$ cat src/rtl/lpm_and_seq_pkg.sv
// Shared types and sizing helpers for the lpm_and_sequencer slice.
package lpm_and_seq_pkg;

  typedef enum logic [1:0] {
    IDLE = 2'd0,
    RUN  = 2'd1,
    DONE = 2'd2
  } state_t;

  function automatic int beats(input int size, input int chunk);
    return (size + chunk - 1) / chunk;
  endfunction

  // One extra bit so the counter can hold BEATS itself without wrapping.
  function automatic int cnt_w(input int b);
    return $clog2(b) + 1;
  endfunction

endpackage

$ cat src/rtl/lpm_and_sequencer_and.sv
// lpm_and primitive: bitwise AND across lpm_size buses of lpm_width bits.
module lpm_and #(
  parameter int lpm_width = 8,
  parameter int lpm_size  = 2
) (
  input  logic [lpm_size*lpm_width-1:0] data,
  output logic [lpm_width-1:0]          result
);

  for (genvar i = 0; i < lpm_width; i++) begin : g_bit
    logic [lpm_size-1:0] col;
    for (genvar j = 0; j < lpm_size; j++) begin : g_bus
      assign col[j] = data[j*lpm_width + i];
    end
    assign result[i] = &col;
  end

endmodule

$ cat src/rtl/lpm_and_sequencer.sv
// Folds LPM_SIZE buses through a CHUNK-wide lpm_and, one beat per cycle.
// Optional LPM_AND_SEQ_EARLY_EXIT_EN: finish as soon as the accumulator hits zero.
module lpm_and_sequencer
  import lpm_and_seq_pkg::*;
#(
  parameter int LPM_WIDTH = 8,
  parameter int LPM_SIZE  = 8,
  parameter int CHUNK     = 2
) (
  input  logic                          clock,
  input  logic                          reset_n,
  input  logic                          in_valid,
  output logic                          in_ready,
  input  logic [LPM_SIZE*LPM_WIDTH-1:0] in_data,
  output logic                          out_valid,
  input  logic                          out_ready,
  output logic [LPM_WIDTH-1:0]          out_result,
  output logic                          busy
);

  localparam int BEATS  = beats(LPM_SIZE, CHUNK);
  localparam int CNT_W  = cnt_w(BEATS);
  localparam int OP_W   = LPM_SIZE * LPM_WIDTH;
  localparam int BEAT_W = CHUNK * LPM_WIDTH;
  localparam logic [CNT_W-1:0] LAST_BEAT = CNT_W'(BEATS - 1);

  state_t               state_q, state_d;
  logic [OP_W-1:0]      opnd_q, opnd_d;
  logic [LPM_WIDTH-1:0] acc_q, acc_d;
  logic [CNT_W-1:0]     beat_q, beat_d;
  logic                 in_ready_q, in_ready_d;
  logic                 out_valid_q, out_valid_d;
  logic [LPM_WIDTH-1:0] out_result_q, out_result_d;
  logic                 busy_q, busy_d;

  logic [BEATS*BEAT_W-1:0]          opnd_pad;
  logic [BEATS-1:0][BEAT_W-1:0]     beat_vec;
  logic [BEAT_W-1:0]                chunk_data;
  logic [LPM_WIDTH-1:0]             beat_and;
  logic [LPM_WIDTH-1:0]             acc_nxt;
  logic                             early;

  // Buses past LPM_SIZE read as all-ones so the last beat needs no masking.
  always_comb begin
    opnd_pad           = '1;
    opnd_pad[OP_W-1:0] = opnd_q;
  end

  assign beat_vec = opnd_pad;

  always_comb begin
    chunk_data = beat_vec[0];
    for (int b = 0; b < BEATS; b++) begin
      if (beat_q == CNT_W'(b)) chunk_data = beat_vec[b];
    end
  end

  lpm_and #(
    .lpm_width (LPM_WIDTH),
    .lpm_size  (CHUNK)
  ) u_and (
    .data   (chunk_data),
    .result (beat_and)
  );

  assign acc_nxt = acc_q & beat_and;

`ifdef LPM_AND_SEQ_EARLY_EXIT_EN
  assign early = (acc_nxt == '0);
`else
  assign early = 1'b0;
`endif

  always_comb begin
    state_d      = state_q;
    opnd_d       = opnd_q;
    acc_d        = acc_q;
    beat_d       = beat_q;
    in_ready_d   = in_ready_q;
    out_valid_d  = out_valid_q;
    out_result_d = out_result_q;
    busy_d       = busy_q;
    case (state_q)
      IDLE: begin
        if (in_valid) begin
          opnd_d     = in_data;
          acc_d      = '1;
          beat_d     = '0;
          state_d    = RUN;
          in_ready_d = 1'b0;
          busy_d     = 1'b1;
        end
      end
      RUN: begin
        acc_d  = acc_nxt;
        beat_d = beat_q + CNT_W'(1);
        if (beat_q == LAST_BEAT || early) begin
          state_d      = DONE;
          out_valid_d  = 1'b1;
          out_result_d = acc_nxt;
        end
      end
      DONE: begin
        // Return to IDLE only; the next accept needs a fresh edge there.
        if (out_ready) begin
          state_d      = IDLE;
          out_valid_d  = 1'b0;
          out_result_d = '0;
          in_ready_d   = 1'b1;
          busy_d       = 1'b0;
        end
      end
      default: begin
        state_d      = IDLE;
        in_ready_d   = 1'b1;
        out_valid_d  = 1'b0;
        out_result_d = '0;
        busy_d       = 1'b0;
      end
    endcase
  end

  always_ff @(posedge clock) begin
    if (!reset_n) begin
      state_q      <= IDLE;
      opnd_q       <= '0;
      acc_q        <= '1;
      beat_q       <= '0;
      in_ready_q   <= 1'b1;
      out_valid_q  <= 1'b0;
      out_result_q <= '0;
      busy_q       <= 1'b0;
    end else begin
      state_q      <= state_d;
      opnd_q       <= opnd_d;
      acc_q        <= acc_d;
      beat_q       <= beat_d;
      in_ready_q   <= in_ready_d;
      out_valid_q  <= out_valid_d;
      out_result_q <= out_result_d;
      busy_q       <= busy_d;
    end
  end

  assign in_ready   = in_ready_q;
  assign out_valid  = out_valid_q;
  assign out_result = out_result_q;
  assign busy       = busy_q;

endmodule

$ cat config.mk
export PLATFORM = sky130hd
export DESIGN_NAME = lpm_and_sequencer
export DESIGN_NICKNAME = d
export VERILOG_FILES = /design/src/rtl/lpm_and_seq_pkg.sv /design/src/rtl/lpm_and_sequencer_and.sv /design/src/rtl/lpm_and_sequencer.sv
export SDC_FILE = /design/constraint.sdc
export NUM_CORES = 1
export LEC_CHECK = 0
export BUFFER_PORTS_ARGS = -buffer_cell sky130_fd_sc_hd__buf_2
export CORE_MARGIN = 1.5
export CORE_UTILIZATION = 59
export DETAILED_ROUTE_END_ITERATION = 10
export PLACE_DENSITY_LB_ADDON = 0.05
export SLEW_MARGIN = 20
export SYNTH_ARGS = -nofsm -noshare
export SYNTH_HDL_FRONTEND = slang
export SYNTH_SLANG_ARGS = --single-unit
export TNS_END_PERCENT = 1
$ cat constraint.sdc
create_clock -name clock -period 2.6 [get_ports clock]
set_clock_uncertainty 0.1 [all_clocks]
set_input_delay 0.39 -clock clock [delete_from_list [all_inputs] [get_ports clock]]
set_output_delay 0.39 -clock clock [all_outputs]
set_load 0.005 [all_outputs]
==> results.sh <==
export IMPL_status="complete, no violations"
export IMPL_finalCritPeriodShare=0.852
export IMPL_p_leak_uw=0.00182
export IMPL_synth_area_per_cell_um2=8.70
export IMPL_worst_pin_slew_ns=0.626
export IMPL_initial_utilization=0.609
export IMPL_crit_arrival_ns=2.33
export IMPL_clk_pin_slew_ns=0.09
export IMPL_syn_nets=514
export IMPL_vias_per_cell=5.53
export IMPL_fin_crit_ns=2.22
export IMPL_rrSetupSlack_ns=0.38
export IMPL_grt_pass1_vias=3095
export IMPL_crit_path_end_kind="flop"
export IMPL_drc=0
export IMPL_ir_drop_mv=0.487
export IMPL_regArea_um2=1760
export IMPL_num_vias=3257
export IMPL_cts_repair_resized=0
export IMPL_hold_class="input pin to flop"
export IMPL_drtPass1Iterations=4
export IMPL_holdPathEnd="beat_vec[58]$_SDFFE_PN0P_"
export IMPL_ioPinCount=79
export IMPL_wl_per_cell_um=14.7
export IMPL_fin_tns_setup_ns=0
export IMPL_final_nets=578
export IMPL_htree_levels=3
export IMPL_start_kind="flop"
export IMPL_root_buffer="clkbuf_8"
export IMPL_dieArea_um2=7010
export IMPL_maxCapViolations=0
export IMPL_seq_area_frac_synth=0.458
export IMPL_antenna_found_initial=1
export IMPL_cp_slowest_cell="or3b_2"
export IMPL_synthTopCellsByArea="dfxtp_1 46%, nand2_1 13%, a21boi_1 9.8%"
export IMPL_crit_chain="inv_1 -> ha_1 -> or3b_2 -> a21oi_1 -> o311ai_1"
export IMPL_multi_input_area_um2=1870
export IMPL_cts_setup_buffers=0
export IMPL_reg2reg_from="beat_q[2]$_SDFFE_PN0P_"
export IMPL_clk_latency_ns=0.36
export IMPL_critPathBufInv=1
export IMPL_hold_buffers=0
export IMPL_stdcell_count=589
export IMPL_grt_setup_unrepaired="false"
export IMPL_synth_edf_count=0
export IMPL_die_x_um=83.7
export IMPL_routed_wl_um=8680
export IMPL_synthArstFlopShare=0
export IMPL_crit_type="flop to flop"
export IMPL_p_per_area_nw_per_um2=616
export IMPL_detail_route_antenna_nets=0
export IMPL_stdcell_area_um2=4410
export IMPL_crit_family="simple AND/OR/NAND/NOR gates"
export IMPL_cts_made_buffers=9
export IMPL_min_from="in_data[58]"
export IMPL_cts_tree="built"
export IMPL_dp_cells=572
export IMPL_r2r_cells=5
export IMPL_hpwl_um=6210
export IMPL_fillers=556
export IMPL_yosys_warnings=0
export IMPL_gp_congestion=0.928
export IMPL_utilization=0.698
export IMPL_synth_common_cells="135 x nand2_1, 88 x dfxtp_1, 50 x a21boi_1"
export IMPL_placed_area_um2=4200
export IMPL_rows=29
export IMPL_grt_start_max_net_pins=42
export IMPL_cts_num_sinks=88
export IMPL_area_delta_synth_final_pct=14.6
export IMPL_syn_inst=442
export IMPL_fp_dieH_um=83.7
export IMPL_relSlewSlack=0.582
export IMPL_setup_viol=0
export IMPL_yosysUniqueCellTypes=36
export IMPL_ys_flop_type="dfxtp_1"
export IMPL_crit_fanout=21
export IMPL_cpPeakStageDelay_ns=0.63
export IMPL_ys_ff_latch=88
export IMPL_grtUsageTotal=0.252
export IMPL_yosys_area_top_type="dfxtp_1"
export IMPL_core_um2=6310
export IMPL_slew_violations=0
export IMPL_yosysMostFrequentCell="nand2_1"
export IMPL_hold_path_depth=3
export IMPL_grt_pass1_wl_um=14200
export IMPL_port_buffers=78
export IMPL_syn_cell_area_um2=3840
export IMPL_max_freq_mhz=451
export IMPL_drtIter0Drc=226
export IMPL_yosysTopAreaCellShare=0.458
export IMPL_final_hold_viol_count=0
export IMPL_globalRouteOverflowTotal=0
export IMPL_drive_above_1_share=0.225
export IMPL_required_ns=2.71
export IMPL_cts_max_path_buffers=2
export IMPL_r2r_end="acc_q[6]$_SDFFE_PN1P_"
-- per-stage QoR --
stage	hold slack, ns	setup slack (ns)	total power [uW]
finish	0.154	0.385	2720
global route	0.163	0.157	2820
CTS	0.146	0.401	2740
detailed placement	0.342	0.409	1770
global placement	0.335	0.479	1760
floorplan	0.330	0.859	1680
-- per-layer routing --
layer  up-vias  wire length [um]  global-route usage
met5         -                 0                   0
met4         0               194               0.127
met3        17               354              0.0346
met2        84              4240               0.427
met1      1512              3890               0.315
li1       1644                 -                   -
-- kinds of logic (layout without fill, tap and decap cells) --
group	Yosys count	in the layout	share of synthesized area
and+or+nand+nor	182	182	0.213
muxes	2	2	0.00521
buffers and inverters	38	107	0.0576
AOI/OAI and AO/OA	128	128	0.253
other	0	1	0
adders and majority gates	4	4	0.0130
DFF	88	88	0.458
-- how the worst max path moves through the flow --
| stage | end | depth (start not counted) | slack (ns) | start |
|---|---|---|---|---|
| after floorplan | acc_q[0]$_SDFFE_PN1P_ | 7 | 0.86 | beat_q[2]$_SDFFE_PN0P_ |
| after global placement | acc_q[0]$_SDFFE_PN1P_ | 5 | 0.48 | beat_q[2]$_SDFFE_PN0P_ |
| after detailed placement | acc_q[3]$_SDFFE_PN1P_ | 5 | 0.41 | beat_q[2]$_SDFFE_PN0P_ |
| after CTS | acc_q[6]$_SDFFE_PN1P_ | 5 | 0.40 | beat_q[2]$_SDFFE_PN0P_ |
| after global routing | acc_q[6]$_SDFFE_PN1P_ | 5 | 0.16 | beat_q[2]$_SDFFE_PN0P_ |
| final | acc_q[6]$_SDFFE_PN1P_ | 5 | 0.38 | beat_q[2]$_SDFFE_PN0P_ |
-- report_power, final --
| group | leakage, uW | internal, uW | switching [uW] | total [uW] |
|---|---|---|---|---|
| clock | 0.000101 | 493 | 481 | 974 |
| sequential | 0.000722 | 1420 | 47.0 | 1470 |
| combinational | 0.000992 | 128 | 147 | 275 |
-- worst min-delay path: stages --
cell,delay (ns)
buf_2,0.09
nand2_1,0.04
a21boi_1,0.05
-- flip-flops by register name (all words and copies together), names as in the netlist --
| name | cells |
|---|---|
| state_q | 2 |
| out_valid | 1 |
| acc_q | 8 |
| beat_vec | 64 |
| beat_q | 3 |
| out_result | 8 |
| in_ready | 1 |
| busy | 1 |
-- layout make-up --
type,instances,area share
Multi-Input combinational cell,316,0.424
Antenna cell,1,0.000568
Clock buffer,11,0.0343
Timing Repair Buffer,87,0.104
Inverter,4,0.00341
Tap cell,77,0.0219
Sequential cell,88,0.400
Clock inverter,5,0.0125
-- layout by cell type, fill, tap and decap left out, types with 3 or more instances in the layout --
| master | count |
|---|---|
| nand2_1 | 135 |
| dfxtp_1 | 88 |
| buf_2 | 78 |
| a21boi_1 | 50 |
| a21boi_0 | 24 |
| nand3_1 | 13 |
| clkbuf_8 | 11 |
| nor2b_1 | 9 |
| buf_4 | 9 |
| and2_1 | 8 |
| a21oi_1 | 8 |
| o21ai_0 | 8 |
| and4b_1 | 7 |
| a2111oi_0 | 7 |
| a21bo_2 | 7 |
| o311ai_1 | 7 |
| o2111ai_1 | 6 |
| inv_1 | 4 |
| ha_1 | 4 |
| a2bb2oi_1 | 3 |
Power figures use the tool's default switching activity.
